==> src/rtl/mc_fetch_datapath.sv <==
// mc_fetch_datapath
// State-holding datapath partner of the multicycle MIPS control FSM.
// Owns the program counter, instruction register (IR) and memory data
// register (MDR). Drives the unified instruction/data memory port, which
// supports ready-based wait states.
//
// Ports:
//   clk, rst              rising-edge clock, asynchronous active-low reset
//   PCWrite, Branch,
//   PCSrc, Zero           PC update controls (PCEn = PCWrite | Branch & Zero)
//   IRWrite, lord,
//   MemWrite              memory access controls from the control FSM
//   ALUResult, ALUOut     PC / address sources
//   WriteData             store data
//   mem_rdata, mem_ready  memory read data and access-complete handshake
//   mem_addr, mem_wdata,
//   mem_we, mem_re        memory request (combinational)
//   PC, Instr, Data       architectural registers
//   Opcode, Funct         IR fields returned to the decoders
//   Stall                 memory access pending; all state holds
//   fetch_count           completed instruction fetches (wraps)
module mc_fetch_datapath #(
   parameter int                 WIDTH    = 32,
   parameter logic [WIDTH-1:0]   RESET_PC = 32'h0000_0000,
   parameter int                 CNT_W    = 32
) (
   input  logic             clk,
   input  logic             rst,
   input  logic             PCWrite,
   input  logic             Branch,
   input  logic             PCSrc,
   input  logic             IRWrite,
   input  logic             lord,
   input  logic             MemWrite,
   input  logic             Zero,
   input  logic [WIDTH-1:0] ALUResult,
   input  logic [WIDTH-1:0] ALUOut,
   input  logic [WIDTH-1:0] WriteData,
   input  logic [WIDTH-1:0] mem_rdata,
   input  logic             mem_ready,
   output logic [WIDTH-1:0] mem_addr,
   output logic [WIDTH-1:0] mem_wdata,
   output logic             mem_we,
   output logic             mem_re,
   output logic [WIDTH-1:0] PC,
   output logic [WIDTH-1:0] Instr,
   output logic [5:0]       Opcode,
   output logic [5:0]       Funct,
   output logic [WIDTH-1:0] Data,
   output logic             Stall,
   output logic [CNT_W-1:0] fetch_count
);

   logic [WIDTH-1:0] pc_r;
   logic [WIDTH-1:0] ir_r;
   logic [WIDTH-1:0] mdr_r;
   logic [CNT_W-1:0] fetch_count_r;

   logic             access_s;
   logic             stall_s;
   logic             pc_en_s;
   logic [WIDTH-1:0] pc_next_s;
   logic             ir_load_s;
   logic             mdr_load_s;

   // Memory request, stall detection and register load enables.
   always_comb begin
      mem_addr   = pc_r;
      mem_wdata  = WriteData;
      mem_we     = MemWrite;
      mem_re     = 1'b0;
      access_s   = 1'b0;
      stall_s    = 1'b0;
      pc_en_s    = 1'b0;
      pc_next_s  = ALUResult;
      ir_load_s  = 1'b0;
      mdr_load_s = 1'b0;

      if (lord) begin
         mem_addr = ALUOut;
      end else begin
         mem_addr = pc_r;
      end

      // A write always wins over a read request on the shared port.
      mem_re   = (IRWrite | lord) & ~MemWrite;
      access_s = mem_we | mem_re;
      // Cycles with no memory access (branch/jump) can never stall.
      stall_s  = access_s & ~mem_ready;

      pc_en_s = PCWrite | (Branch & Zero);
      if (PCSrc) begin
         pc_next_s = ALUOut;
      end else begin
         pc_next_s = ALUResult;
      end

      // IR and MDR load only on read cycles, never on a write cycle.
      ir_load_s  = IRWrite & ~MemWrite & ~stall_s;
      mdr_load_s = mem_re & lord & ~stall_s;
   end

   // Architectural state: PC, IR, MDR and retired-fetch counter.
   always_ff @(posedge clk or negedge rst) begin
      if (!rst) begin
         pc_r          <= RESET_PC;
         ir_r          <= {WIDTH{1'b0}};
         mdr_r         <= {WIDTH{1'b0}};
         fetch_count_r <= {CNT_W{1'b0}};
      end else begin
         if (pc_en_s && !stall_s) begin
            pc_r <= pc_next_s;
         end
         if (ir_load_s) begin
            ir_r          <= mem_rdata;
            fetch_count_r <= fetch_count_r + {{(CNT_W-1){1'b0}}, 1'b1};
         end
         if (mdr_load_s) begin
            mdr_r <= mem_rdata;
         end
      end
   end

   assign PC          = pc_r;
   assign Instr       = ir_r;
   assign Opcode      = ir_r[31:26];
   assign Funct       = ir_r[5:0];
   assign Data        = mdr_r;
   assign Stall       = stall_s;
   assign fetch_count = fetch_count_r;

endmodule

==> config.mk <==
export PLATFORM = sky130hd
export DESIGN_NAME = mc_fetch_datapath
export DESIGN_NICKNAME = d
export VERILOG_FILES = /design/src/rtl/mc_fetch_datapath.sv
export SDC_FILE = /design/constraint.sdc
export NUM_CORES = 1
export LEC_CHECK = 0
export CAP_MARGIN = 0
export CORE_AREA = 2 2 135 137
export DETAILED_ROUTE_END_ITERATION = 7
export DIE_AREA = 0 0 137 139
export MAX_ROUTING_LAYER = met4
export PLACE_DENSITY = 0.73
export SLEW_MARGIN = 20
export SYNTH_ARGS = -nofsm -noshare
export SYNTH_HDL_FRONTEND = slang
export SYNTH_SLANG_ARGS = --single-unit
export TNS_END_PERCENT = 1
==> constraint.sdc <==
create_clock -name clk -period 2.3 [get_ports clk]
set_input_delay 0.46 -clock clk [delete_from_list [all_inputs] [get_ports clk]]
set_output_delay 0.46 -clock clk [all_outputs]
set_load 0.01 [all_outputs]
==> results of run 1 <==
-- state kept, by name (all words and copies together) (netlist names) --
signal	count
fetch_count	32
Data	32
Instr	32
PC	32
-- through the flow --
step	hold slack, ps	cell area [sq um]	total power, uW	setup slack, ps	TNS (ps)
floorplan	164.4	5993	3586	387.1	0
global placement	317.1	8851	4770	-50.78	-117.4
detailed placement	314.9	8851	4804	-48.89	-257.6
CTS	456.6	9383	7227	20.56	0
global route	461.8	9385	7501	89.82	0
finish	471.3	9385	7124	116.9	0
-- logic make-up after synthesis --
logic type,count (synthesis),share of synthesized area
simple gates,196,0.1447
compound gates,33,0.02756
flops,128,0.5344
xor+xnor,31,0.04530
fa+ha+maj,1,0.002087
buf+inv,70,0.07223
mux,96,0.1737
-- layer usage --
layer,GRT usage,wire length (microns)
met3,0.05519,1259
met1,0.2262,7135
met4,0.05426,227
met2,0.3129,8682
met5,-,0
-- power groups by stage --
stage                     clock [uW]  combinational (uW)  sequential [uW]
after floorplan                    0                 612             2970
after global placement             0                1910             2860
after detailed placement           0                1930             2870
after CTS                       2450                1940             2840
after global routing            2560                2050             2880
final                           2380                1910             2840
-- critical path: stages --
cell and delay [ps]:
clkdlybuf4s50_1 490, mux2_2 210, clkdlybuf4s50_1 560
-- how the worst max path moves through the flow --
| stage | end | depth (start not counted) | slack (ps) | from |
|---|---|---|---|---|
| after detailed placement | fetch_count[26] | 8 | -50 | MemWrite |
| after global routing | mem_addr[30] | 3 | 90 | ALUOut[30] |
| final | mem_addr[30] | 3 | 120 | ALUOut[30] |
| after global placement | Stall | 5 | -50 | IRWrite |
| after CTS | mem_re | 5 | 20 | IRWrite |
| after floorplan | mem_addr[10] | 3 | 390 | lord |
-- Yosys cell counts, types with 2 or more instances --
master and number:
buf_4 45, nor4_4 2, nor4_1 3, nand3b_1 2
and2_1 2, o21ai_0 32, nand4_1 6, xor2_1 9
nor3_1 4, nand2_1 147, nand3_1 12, nor2_1 9
clkbuf_1 17, xnor2_1 22, mux2i_1 32, dfrtp_1 128
and3_1 2, and4_1 3, mux2_2 64, buf_1 7
-- area by class of cell --
cell class | count | area [sq um] | area share
clock buffers | 20 | 456.7 | 0.04866
clock inverters | 11 | 66.31 | 0.007066
multi-input cells | 357 | 2357 | 0.2512
flip-flops and latches | 128 | 3203 | 0.3413
well taps | 229 | 286.5 | 0.03053
repair buffers | 299 | 3015 | 0.3213
-- what timing repair did --
item | 4_1_cts | 5_1_grt
hold buffers | 1 | 0
setup endpoints to repair | 1 | 1
gates resized for setup | 1 | 1
endpoints found under the hold margin | 19 | 0
==> out/qor_table.md, run 1 <==
| Quantity | This run | Unit |
| --- | --- | --- |
| Critical path start-end classification | input port to output port | - |
| Maximum clock skew at final layout | 5.992 | ps |
| Slew of the pin with the lowest slew margin | 423.5 | ps |
| Synth warn | 0 | - |
| Ports placed on the boundary | 345 | - |
| Fraction of power spent switching nets | 0.2782 | - |
| Reg-to-reg critical path endpoint | fetch_count[29] | - |
| Initial Util | 0.3394 | - |
| Most common cell after layout, fill and taps aside | clkdlybuf4s50_1 | - |
| Seq/Total Area, Yosys | 0.5344 | - |
| DRC violation count after routing | 0 | - |
| Time the worst path needs with I/O delays and setup | 2183 | ps |
| Half-perimeter wire length of the detailed placement result | 12,940 | microns |
| RSZ-0062 raised after global routing | false | - |
| Clock tree from TritonCTS | done | - |
| CTS H-tree lvls | 4 | - |
| End-of-flow core utilization | 0.5315 | - |
| Die Footprint | 19,040 | sq um |
| Routed vias | 4,833 | - |
| Post-synth EDFFs | 0 | - |
| Core outline area | 17,660 | sq um |
| Number of violations reported at the end of detailed-routing iteration 0 | 207 | - |
| Overflow left after global routing | 0 | - |
| Top library cells by usage in the layout, fill and taps aside | 275 x clkdlybuf4s50_1, 147 x nand2_1, 128 x dfrtp_1 | - |
| Number of diodes added for antenna fixing | 0 | - |
| Synth area leaders | dfrtp_1 53%, mux2_2 12%, nand2_1 9.2% | - |
| Nets | 942 | - |
| Async set-or-reset flop fraction in the synthesized netlist | 1.000 | - |
| Part of the total power dissipated in combinational logic | 0.268 | - |
| Buffers from clock root to sink, at most | 2 | - |
| Cell at the root of the clock tree | clkbuf_16 | - |
| Reg power frac | 0.398 | - |
| Synth area leader | dfrtp_1 | - |
| Arrival time at the worst endpoint | 1720 | ps |
| Number of max-slew violations in the final report | 0 | - |
| Avg Cell Area, Syn | 10.80 | sq um |
| Routed Wire Length | 17,310 | microns |
| Post-synth cell types | 27 | - |
| Total placed cells including tap cells | 1,012 | - |
| Power per standard cell area | 759.1 | nW/um^2 |
| Pin count of the biggest net entering global routing | 78 | - |
| Number of cells on the worst reg-to-reg path | 5 | - |
| Minimum setup slack among reg-to-reg paths | 310 | ps |
| Final setup violation count | 0 | - |
| Worst reg2reg path startpoint | fetch_count[3] | - |
| Number of fill cells | 1,580 | - |
| Final critical-path share of the clock period | 0.9492 | - |
| Final Hold Vio Count | 0 | - |
| Primary FF master, synth | dfrtp_1 | - |
| Outcome | finished, final reports clean | - |
| Peak supply drop | 0.5226 | mV |
| Yosys reg bits | 128 | - |
| Area share of the leading cell type in the synthesized netlist | 0.5344 | - |
| Clock edge transition at the registers on the reported setup and hold paths | 60 | ps |
| Worst hold path type | input port to async pin | - |
| Buffers added on ports | 280 | - |
| Clock power share | 0.334 | - |
| Slew HR | 0.7177 | - |
| Number of clock sinks | 128 | - |
| Post-detailed-route wirelength per cell | 16.58 | microns |
| Max Clock Freq | 458.1 | MHz |
| Worst-Skew Late Latency | 410 | ps |
| CTS Buf Count | 17 | - |
| Residual antenna-violating net count after detailed routing | 0 | - |
| Worst-path maximum fanout | 2 | - |
| Summed instance area of the synthesized netlist | 5993 | sq um |
| Final cell count without fillers | 1,044 | - |
| Count of maximum capacitance violations | 0 | - |
| GPL Wtd Cong | 0.7960 | - |
| Net count of the mapped netlist | 694 | - |
| Internal power | 5142 | uW |
| Antenna violations before repair | 0 | - |
| Aggregate global-route resource usage | 0.1904 | - |
| Core Rows | 49 | - |
| Die H | 139 | microns |
| Global-route wire length before repair | 26,970 | microns |
| Sort of element at the end of the critical path | output port | - |
| Required time worst endpoint | 1840 | ps |
| Vias per cell | 4.629 | - |
| Layout cells sized above 1 | 0.1472 | - |
| Area added between synthesis and finish | 56.60 | % |
| Crit path launch type | input port | - |
| Number of buffers inserted by post-CTS setup repair | 0 | - |
| Number of cells produced by synthesis | 555 | - |
| Die X-Extent | 137 | microns |
| Vias in the first global route | 4,922 | - |
| Net Switching | 1982 | uW |
| Lkg Pwr | 0.004162 | uW |
| Number of search-and-repair iterations in the first detailed-routing pass | 4 | - |
No activity file was read; power rests on OpenSTA's default activity.
==> inputs of run 2 (changes only) <==
SLEW_MARGIN = 40   (was 20)
==> results of run 2 <==
Final layout, timing and power as in run 1 (identical DEF).
